File: src/rtl/ex_completion_scheduler.sv
// ex_completion_scheduler
//
// Execute-stage writeback-slot scheduler. Each issued instruction reserves
// the single writeback slot its (clamped) latency lands on. Reservations
// slide one slot toward the output register on every cycle in which the
// output side can move. A collision with an existing reservation, or a
// frozen output, stalls the ID/EX latch combinationally. Completions leave
// through a valid/ready handshake in landing order.
//
// Optional feature: define EX_SCHED_STATS_EN to add two free-running 32-bit
// counters: stall cycles, and conflict-only stall cycles. in_flush does not
// clear these counters.
module ex_completion_scheduler #(
  parameter int MAX_LAT        = 15,
  parameter int CNT_W          = 5,
  parameter int ROB_ID_SIZE    = 6,
  parameter int DEST_ADDR_SIZE = 6
) (
  input  logic                      clk,
  input  logic                      reset,
  input  logic                      in_flush,
  input  logic                      in_ins_nop,
  input  logic [ROB_ID_SIZE-1:0]    in_ins_id,
  input  logic [DEST_ADDR_SIZE-1:0] in_dest_addr,
  input  logic [2:0]                in_func_select,
  input  logic [3:0]                in_latency,
  input  logic                      wb_ready,
  output logic                      out_stall,
  output logic                      out_valid,
  output logic [ROB_ID_SIZE-1:0]    out_ins_id,
  output logic [DEST_ADDR_SIZE-1:0] out_dest_addr,
  output logic [2:0]                out_func_select,
  output logic [CNT_W-1:0]          out_inflight
`ifdef EX_SCHED_STATS_EN
  ,
  output logic [31:0]               out_stall_cycles,
  output logic [31:0]               out_conflict_cycles
`endif
);

  localparam logic [3:0] MAX_LAT_L = 4'(MAX_LAT);

  // A zero latency still needs one cycle; anything deeper than the table
  // lands in the deepest slot.
  function automatic logic [3:0] eff_latency(input logic [3:0] lat);
    logic [3:0] res;
    if (lat == 4'd0) begin
      res = 4'd1;
    end else if (lat > MAX_LAT_L) begin
      res = MAX_LAT_L;
    end else begin
      res = lat;
    end
    return res;
  endfunction

  // Reservation table; index i means "reaches the output register after i
  // more advancing edges".
  logic [MAX_LAT:1]                     slot_valid_r;
  logic [MAX_LAT:1][ROB_ID_SIZE-1:0]    slot_id_r;
  logic [MAX_LAT:1][DEST_ADDR_SIZE-1:0] slot_dest_r;
  logic [MAX_LAT:1][2:0]                slot_func_r;

  logic [MAX_LAT:1]                     slot_valid_nxt_s;
  logic [MAX_LAT:1][ROB_ID_SIZE-1:0]    slot_id_nxt_s;
  logic [MAX_LAT:1][DEST_ADDR_SIZE-1:0] slot_dest_nxt_s;
  logic [MAX_LAT:1][2:0]                slot_func_nxt_s;

  logic [MAX_LAT:1]                     slot_valid_sh_s;
  logic [MAX_LAT:1][ROB_ID_SIZE-1:0]    slot_id_sh_s;
  logic [MAX_LAT:1][DEST_ADDR_SIZE-1:0] slot_dest_sh_s;
  logic [MAX_LAT:1][2:0]                slot_func_sh_s;

  logic [MAX_LAT:1] land_sel_s;
  logic [3:0]       leff_s;
  logic             advance_s;
  logic             conflict_s;
  logic             accept_s;
  logic             handoff_s;

  // Issue decision: clamp latency, detect slot collision and output freeze.
  always_comb begin
    leff_s     = eff_latency(in_latency);
    advance_s  = !(out_valid && !wb_ready);
    conflict_s = 1'b0;
    // After this edge slot[i+1] shifts into slot[i], so it is the one that
    // would collide with a new entry of latency i. The deepest slot never
    // collides because nothing sits above it.
    for (int i = 1; i < MAX_LAT; i++) begin
      conflict_s = conflict_s | ((leff_s == 4'(i)) & slot_valid_r[i+1]);
    end
    out_stall = !in_flush && !in_ins_nop && (!advance_s || conflict_s);
    accept_s  = !in_flush && !in_ins_nop && !out_stall;
    handoff_s = out_valid && wb_ready;
  end

  // Next table contents on an advancing edge: shift toward slot 1, then drop
  // the accepted instruction into its landing slot.
  always_comb begin
    slot_valid_sh_s = slot_valid_r >> 1;
    slot_id_sh_s    = slot_id_r >> ROB_ID_SIZE;
    slot_dest_sh_s  = slot_dest_r >> DEST_ADDR_SIZE;
    slot_func_sh_s  = slot_func_r >> 3;
    for (int i = 1; i <= MAX_LAT; i++) begin
      land_sel_s[i]       = accept_s && (leff_s == 4'(i));
      slot_valid_nxt_s[i] = land_sel_s[i] ? 1'b1           : slot_valid_sh_s[i];
      slot_id_nxt_s[i]    = land_sel_s[i] ? in_ins_id      : slot_id_sh_s[i];
      slot_dest_nxt_s[i]  = land_sel_s[i] ? in_dest_addr   : slot_dest_sh_s[i];
      slot_func_nxt_s[i]  = land_sel_s[i] ? in_func_select : slot_func_sh_s[i];
    end
  end

  // Reservation table and output register; flush wins, a frozen output holds all.
  always_ff @(posedge clk or negedge reset) begin
    if (!reset) begin
      slot_valid_r    <= '0;
      slot_id_r       <= '0;
      slot_dest_r     <= '0;
      slot_func_r     <= '0;
      out_valid       <= 1'b0;
      out_ins_id      <= '0;
      out_dest_addr   <= '0;
      out_func_select <= 3'd0;
    end else if (in_flush) begin
      slot_valid_r <= '0;
      out_valid    <= 1'b0;
    end else if (advance_s) begin
      slot_valid_r    <= slot_valid_nxt_s;
      slot_id_r       <= slot_id_nxt_s;
      slot_dest_r     <= slot_dest_nxt_s;
      slot_func_r     <= slot_func_nxt_s;
      out_valid       <= slot_valid_r[1];
      out_ins_id      <= slot_id_r[1];
      out_dest_addr   <= slot_dest_r[1];
      out_func_select <= slot_func_r[1];
    end
  end

  // In-flight count: occupied slots plus a pending output.
  always_ff @(posedge clk or negedge reset) begin
    if (!reset) begin
      out_inflight <= '0;
    end else if (in_flush) begin
      out_inflight <= '0;
    end else begin
      case ({accept_s, handoff_s})
        2'b10:   out_inflight <= out_inflight + CNT_W'(1);
        2'b01:   out_inflight <= out_inflight - CNT_W'(1);
        default: out_inflight <= out_inflight;
      endcase
    end
  end

`ifdef EX_SCHED_STATS_EN
  // Stall statistics; free-running, survive flush, wrap naturally.
  always_ff @(posedge clk or negedge reset) begin
    if (!reset) begin
      out_stall_cycles    <= 32'd0;
      out_conflict_cycles <= 32'd0;
    end else begin
      if (out_stall) begin
        out_stall_cycles <= out_stall_cycles + 32'd1;
      end
      if (out_stall && conflict_s && advance_s) begin
        out_conflict_cycles <= out_conflict_cycles + 32'd1;
      end
    end
  end
`endif

endmodule

File: config.mk
export PLATFORM = sky130hd
export DESIGN_NAME = ex_completion_scheduler
export DESIGN_NICKNAME = d
export VERILOG_FILES = /design/src/rtl/ex_completion_scheduler.sv
export SDC_FILE = /design/constraint.sdc
export NUM_CORES = 1
export LEC_CHECK = 0
export BUFFER_PORTS_ARGS = -buffer_cell sky130_fd_sc_hd__buf_4
export CORE_AREA = 2 2 147 149
export DETAILED_ROUTE_END_ITERATION = 7
export DIE_AREA = 0 0 149 151
export GPL_TIMING_DRIVEN = 0
export PLACE_DENSITY_LB_ADDON = 0.1
export RECOVER_POWER = 100
export REMOVE_ABC_BUFFERS = 1
export SYNTH_ARGS = -nofsm -noshare
export SYNTH_HDL_FRONTEND = slang
export SYNTH_SLANG_ARGS = --single-unit
File: constraint.sdc
create_clock -name clk -period 9.4 [get_ports clk]
set_input_delay 0.47 -clock clk [delete_from_list [all_inputs] [get_ports clk]]
set_output_delay 0.47 -clock clk [all_outputs]
set_load 0.01 [all_outputs]
==> flow_metrics.env, run 1 <==
export IMPL_status="complete, but fails checks"
export IMPL_violations="capacitance limit, slew limit"
export IMPL_fmax_mhz=169
export IMPL_final_cells=1505
export IMPL_finalHoldViolCount=0
export IMPL_critPathRequiredTime_ns=9.65
export IMPL_ioPinCount=46
export IMPL_wl_per_cell_microns=16.2
export IMPL_fin_nets=1242
export IMPL_cts_max_level=1
export IMPL_synthMuxAreaShare_pct=13.8
export IMPL_grt_start_max_net_pins=100
export IMPL_std_cell_rows=53
export IMPL_synth_flop_cell="dfrtp_1"
export IMPL_powerDensity_nw_per_um2=194
export IMPL_die_area_sq_um=22500
export IMPL_ys_seq_area_share_pct=52.6
export IMPL_drv_cap=5
export IMPL_pwr_share_seq_pct=50.6
export IMPL_area_growth_syn_to_layout_pct=7.57
export IMPL_p_int_uw=1940
export IMPL_fin_crit_ns=5.93
export IMPL_cts_buffers=27
export IMPL_slew_headroom_pct=-187
export IMPL_synthAdderAreaFrac_pct=0.463
export IMPL_critPathMaxFanout=92
export IMPL_grt_met3_usage_pct=2.59
export IMPL_synth_area_sq_um=12400
export IMPL_yosysTopAreaCellShare_pct=52.6
export IMPL_antenna_left=0
export IMPL_ys_ff_latch=261
export IMPL_arrival_ns=6.18
export IMPL_n_antenna_cell=0
export IMPL_grt_usage_pct=22.3
export IMPL_r2r_slack_ns=3.47
export IMPL_start_util_pct=59.7
export IMPL_finalWorstSetupSlack_ns=3.47
export IMPL_rsz0062_at_grt="false"
export IMPL_p_comb_share_pct=10.9
export IMPL_syn_inst=1241
export IMPL_synth_area_top_cells="dfrtp_1 (53%), mux2i_1 (14%), nand2_1 (7.1%)"
export IMPL_yosys_warnings=0
export IMPL_synth_compound_area_share_pct=12.4
export IMPL_grt_pass1_vias=8354
export IMPL_drt_initial_drc_count=471
export IMPL_synth_most_common_cell="dfrtp_1"
export IMPL_cts_buffer_depth=3
export IMPL_tightestPinTransition_ns=4.31
export IMPL_cts_root_buf="clkbuf_16"
export IMPL_drc=0
export IMPL_async_flop_share_pct=100
export IMPL_clock_sinks=261
export IMPL_cp_start_kind="flop"
export IMPL_clkPwrFrac_pct=38.5
export IMPL_synth_common_cells="dfrtp_1 (261), nand2_1 (236), mux2i_1 (168), o21ai_0 (143), clkbuf_1 (88)"
export IMPL_cts_repair_resized=0
export IMPL_pre_cts_slack_ns=5.25
export IMPL_crit_type="reg -> reg"
export IMPL_reg2regPathDepth=4
export IMPL_yosys_area_top_type="dfrtp_1"
export IMPL_clk_pin_slew_ns=0.06
export IMPL_dp_cells=1459
export IMPL_timing_rr_start="out_valid$_DFFE_PN0P_"
export IMPL_vias=8592
export IMPL_grt_pass1_wl_mm=41.7
export IMPL_antenna_found_initial=0
export IMPL_syn_avg_cell_area_sq_um=10.0
export IMPL_fin_skew_ns=0.0105
export IMPL_vias_per_cell=5.71
export IMPL_hold_start="in_flush"
export IMPL_drive_gt1_share_pct=6.50
export IMPL_cts_tree="done"
export IMPL_end_kind="flop"
export IMPL_fillers=1760
export IMPL_hold_end="slot_valid_r[9]$_DFFE_PN0P_"
export IMPL_r2r_end="slot_id_r[81]$_DFFE_PN0P_"
export IMPL_setup_violations_final=0
export IMPL_gp_congestion=0.801
export IMPL_switching_share_pct=25.4
export IMPL_top_usage_layer="met2"
export IMPL_yosysUniqueCellTypes=52
export IMPL_core_sq_um=20800
export IMPL_synth_simple_area_share_pct=16.1
export IMPL_min_path_type="in -> reg"
export IMPL_met1_usage_pct=31.4
export IMPL_die_y_microns=151
export IMPL_insertion_delay_ns=0.53
export IMPL_p_sw_uw=658
export IMPL_synth_xor_area_share_pct=0.141
export IMPL_synth_top_family_by_area="simple AND/OR/NAND/NOR gates"
export IMPL_min_path_cells=2
export IMPL_synth_edf_count=0
export IMPL_totalWireLength_mm=24.4
export IMPL_maxSlewViolCount=309
export IMPL_grtUsageMet2_pct=37.4
export IMPL_hpwl_mm=15.2
export IMPL_dr_pass1_iters=5
export IMPL_place_port_buffers=45
export IMPL_die_w_microns=149
export IMPL_peakVddDrop_mv=0.146
export IMPL_grt_overflow=0
export IMPL_finalCritPeriodShare_pct=63.1
export IMPL_leakage_uw=0.00696
-- how the worst max path moves through the flow --
stage                     startpoint                     endpoint  slack (ns)  cells after the start
3_5_place_dp           in_latency[2]    slot_id_r[31]$_DFFE_PN0P_        5.25                      8
2_1_floorplan               wb_ready   slot_dest_r[0]$_DFFE_PN0P_        2.86                      3
5_1_grt        out_valid$_DFFE_PN0P_  slot_func_r[39]$_DFFE_PN0P_        2.72                      4
3_3_place_gp                wb_ready    slot_id_r[80]$_DFFE_PN0P_       -0.13                      4
4_1_cts        out_valid$_DFFE_PN0P_    slot_id_r[31]$_DFFE_PN0P_        5.34                      7
6_report       out_valid$_DFFE_PN0P_    slot_id_r[81]$_DFFE_PN0P_        3.47                      4
-- final cells by class --
class	count	area [sq um]	share of cell area, %
sequential	261	6530	48.9
tap	275	344	2.57
clock buffer	38	787	5.89
multi-input combinational	856	5190	38.9
inverter	11	41.3	0.309
timing repair buffer	57	430	3.22
clock inverter	7	35.0	0.262
-- registers in the layout (all words and copies together), names as in the netlist --
signal           flops
out_valid            1
out_inflight         5
out_func_select      3
out_ins_id           6
slot_id_r           90
slot_dest_r         90
slot_func_r         45
slot_valid_r        15
out_dest_addr        6
-- kinds of logic (layout without fill, tap and decap cells) --
group | count (synthesis) | count (layout)
AND/OR/NAND/NOR | 418 | 418
XOR/XNOR | 2 | 2
adder cells (fa/ha/maj) | 4 | 4
buffers and inverters | 124 | 113
flip-flops | 261 | 261
multiplexers | 171 | 171
AO/OA/AOI/OAI | 261 | 261
-- stage by stage --
step           instance area (sq um)  util, %  hold WS, ns  total power (uW)  TNS, ns
2_1_floorplan                  11900        -        0.174              1510        0
3_3_place_gp                   12600     60.5        0.448              1620    -6.79
3_5_place_dp                   12800     61.7        0.451              1630        0
4_1_cts                        13700     65.7        0.220              2640        0
5_1_grt                        13400     64.2        0.232              2720        0
6_report                       13400     64.2        0.244              2590        0
-- worst max-delay path: stages, from the launching register on --
cell	delay [ns]
dfrtp_1	0.37
nand2b_1	0.62
nand2_1	1.74
clkbuf_1	2.47
o21ai_0	0.40
-- metal layers --
layer	wire, microns	vias to the layer above
met5	0	-
met4	587	0
met3	726	41
met2	11500	128
met1	11600	4165
li1	-	4258
-- cells in the final DEF (no fill, tap or decap), drive strengths merged, types with 3 or more instances in the layout --
cell type,count
nand3b,6
dfrtp,261
mux2i,168
and3,15
nor2b,9
a31oi,5
buf,30
mux2,3
nand2,236
nor2,60
a21oi,43
a22o,16
and2,3
clkinv,7
clkbuf,64
nand4,28
o211ai,21
inv,11
o21ai,149
ha,3
nand3,53
a221o,12
-- power groups by stage --
stage | logic [uW] | registers, uW | clock network, uW
finish | 282 | 1310 | 999
CTS | 304 | 1310 | 1020
global route | 328 | 1330 | 1070
floorplan | 184 | 1330 | 0
detailed placement | 301 | 1330 | 0
global placement | 291 | 1330 | 0
-- repair_timing --
| item | CTS | global route |
|---|---|---|
| hold buffers | 1 | 0 |
| endpoints found under the hold margin | 71 | 0 |
| setup buffers | 0 | 0 |
(Power assumes the default switching activity.)
==> run 2: changes to the inputs <==
CORE_AREA = 2 2 152 154   (was 2 2 147 149)
DIE_AREA = 0 0 154 156   (was 0 0 149 151)
clock period = 5.3 ns   (was 9.4 ns; I/O delays follow)
==> run 2 against run 1 <==
Effect of this change: the flow still finishes with violations (capacitance limit, slew limit); first-iteration DRC count grew 11%; sequential share of layout area fell by 0.54 points; sequential cell count did not move; global-route usage is 1.7 points lower; register-to-register slack lost 2.5 ns.
==> flow_metrics.env, run 2 (same netlist as run 1, synthesis figures left out) <==
export IMPL_status="complete, but fails checks"
export IMPL_violations="capacitance limit, slew limit"
export IMPL_gp_congestion=0.773
export IMPL_start_util_pct=55.5
export IMPL_vias_per_cell=5.58
export IMPL_rsz0062_at_grt="false"
export IMPL_fin_skew_ns=0.0124
export IMPL_die_area_sq_um=24000
export IMPL_min_path_type="in -> reg"
export IMPL_antenna_left=0
export IMPL_grt_pass1_vias=8222
export IMPL_arrival_ns=4.72
export IMPL_hpwl_mm=15.0
export IMPL_antenna_found_initial=0
export IMPL_n_antenna_cell=0
export IMPL_end_kind="flop"
export IMPL_cts_repair_resized=0
export IMPL_cts_buffer_depth=3
export IMPL_drive_gt1_share_pct=6.90
export IMPL_multi_input_area_sq_um=5250
export IMPL_tightestPinTransition_ns=3.80
export IMPL_fin_nets=1241
export IMPL_setup_violations_final=0
export IMPL_fmax_mhz=232
export IMPL_top_regs="slot_dest_r x90, slot_id_r x90, slot_func_r x45"
export IMPL_drc=0
export IMPL_slowest_stage="clkbuf_2"
export IMPL_die_y_microns=156
export IMPL_insertion_delay_ns=0.53
export IMPL_cts_max_level=1
export IMPL_place_area_sq_um=12800
export IMPL_final_common_cell="dfrtp_1"
export IMPL_clk_pin_slew_ns=0.06
export IMPL_whs_ns=0.0336
export IMPL_ioPinCount=46
export IMPL_cts_buffers=28
export IMPL_std_cell_rows=55
export IMPL_cpPeakStageDelay_ns=1.13
export IMPL_critical_path_cell_chain="nand2b_1 > nand2_4 > clkbuf_2 > buf_16 > a221o_1"
export IMPL_die_w_microns=154
export IMPL_vias=8470
export IMPL_drt_initial_drc_count=524
export IMPL_wl_per_cell_microns=15.9
export IMPL_drv_cap=3
export IMPL_fillers=1898
export IMPL_totalWireLength_mm=24.2
export IMPL_cp_start_kind="flop"
export IMPL_final_core_util_pct=60.4
export IMPL_core_sq_um=22400
export IMPL_place_port_buffers=45
export IMPL_grtUsageMet2_pct=33.0
export IMPL_r2r_slack_ns=0.99
export IMPL_fin_crit_ns=4.31
export IMPL_leakage_uw=0.00702
export IMPL_finalCritPeriodShare_pct=81.4
export IMPL_final_cell_mix="dfrtp_1 (261), nand2_1 (235), mux2i_1 (168)"
export IMPL_grt_overflow=0
export IMPL_grt_met3_usage_pct=2.56
export IMPL_critPathRequiredTime_ns=5.71
export IMPL_powerDensity_nw_per_um2=349
export IMPL_grt_start_max_net_pins=101
export IMPL_dr_pass1_iters=4
export IMPL_seq_area_sq_um=6530
export IMPL_design_area_sq_um=13500
export IMPL_clock_sinks=261
export IMPL_cts_tree="done"
export IMPL_grt_usage_pct=20.7
export IMPL_slew_headroom_pct=-154
export IMPL_top_usage_layer="met2"
export IMPL_critPathMaxFanout=100
export IMPL_cts_root_buf="clkbuf_16"
export IMPL_area_growth_syn_to_layout_pct=8.78
export IMPL_peakVddDrop_mv=0.217
export IMPL_pre_cts_slack_ns=1.22
export IMPL_met1_usage_pct=30.3
export IMPL_maxSlewViolCount=250
export IMPL_tns_ns=0
export IMPL_finalHoldViolCount=0
export IMPL_finalWorstSetupSlack_ns=0.987
export IMPL_crit_type="reg -> reg"
export IMPL_grt_pass1_wl_mm=41.7
run 2: layer usage:
metal,vias up,part of all wire [%]
met1,4070,49
li1,4249,-
met2,122,46
met5,-,0
met3,29,2.9
met4,0,1.9
run 2: stage by stage:
stage / instances / total power (uW)
3_3_place_gp: 1458 / 2870
3_5_place_dp: 1467 / 2890
2_1_floorplan: 1128 / 2680
4_1_cts: 1517 / 4800
6_report: 1517 / 4710
5_1_grt: 1517 / 4950
run 2: timing repair:
item | CTS | global route
setup endpoints to repair | 0 | 0
endpoints found under the hold margin | 78 | 0
hold buffers | 1 | 0
buffers inserted | 0 | 0
run 2: path summary, 6_finish.rpt:
kind                       depth (start not counted)                           end                        from
max                                                5     slot_id_r[63]$_DFFE_PN0P_       out_valid$_DFFE_PN0P_
min                                                2   slot_valid_r[9]$_DFFE_PN0P_                    in_flush
max reg2reg                                        5     slot_id_r[63]$_DFFE_PN0P_       out_valid$_DFFE_PN0P_
min reg2reg                                        2  out_dest_addr[3]$_DFFE_PN0P_  slot_dest_r[3]$_DFFE_PN0P_
max in group asynchronous                          2   slot_func_r[44]$_DFFE_PN0P_                       reset
min in group asynchronous                          2  out_dest_addr[0]$_DFFE_PN0P_                       reset
run 2: area by class of cell:
cell class / count / share of cell area [%]
clock buffers: 46 / 6.58
clock inverters: 3 / 0.139
inverters: 11 / 0.306
multi-input cells: 856 / 38.8
flip-flops and latches: 261 / 48.3
well taps: 285 / 2.64
repair buffers: 55 / 3.18
run 2: worst max-delay path: cells and delay by family, from the launching register on:
family	cells	cell delay, ns
buf+inv	2	1.70
compound gates	1	0.39
flops	1	0.41
simple gates	2	1.62
run 2: report_power, final:
group / total, uW / switching [uW] / internal [uW]
clock: 1890 / 756 / 1130
sequential: 2320 / 110 / 2210
combinational: 499 / 305 / 194
total: 4710 / 1170 / 3540
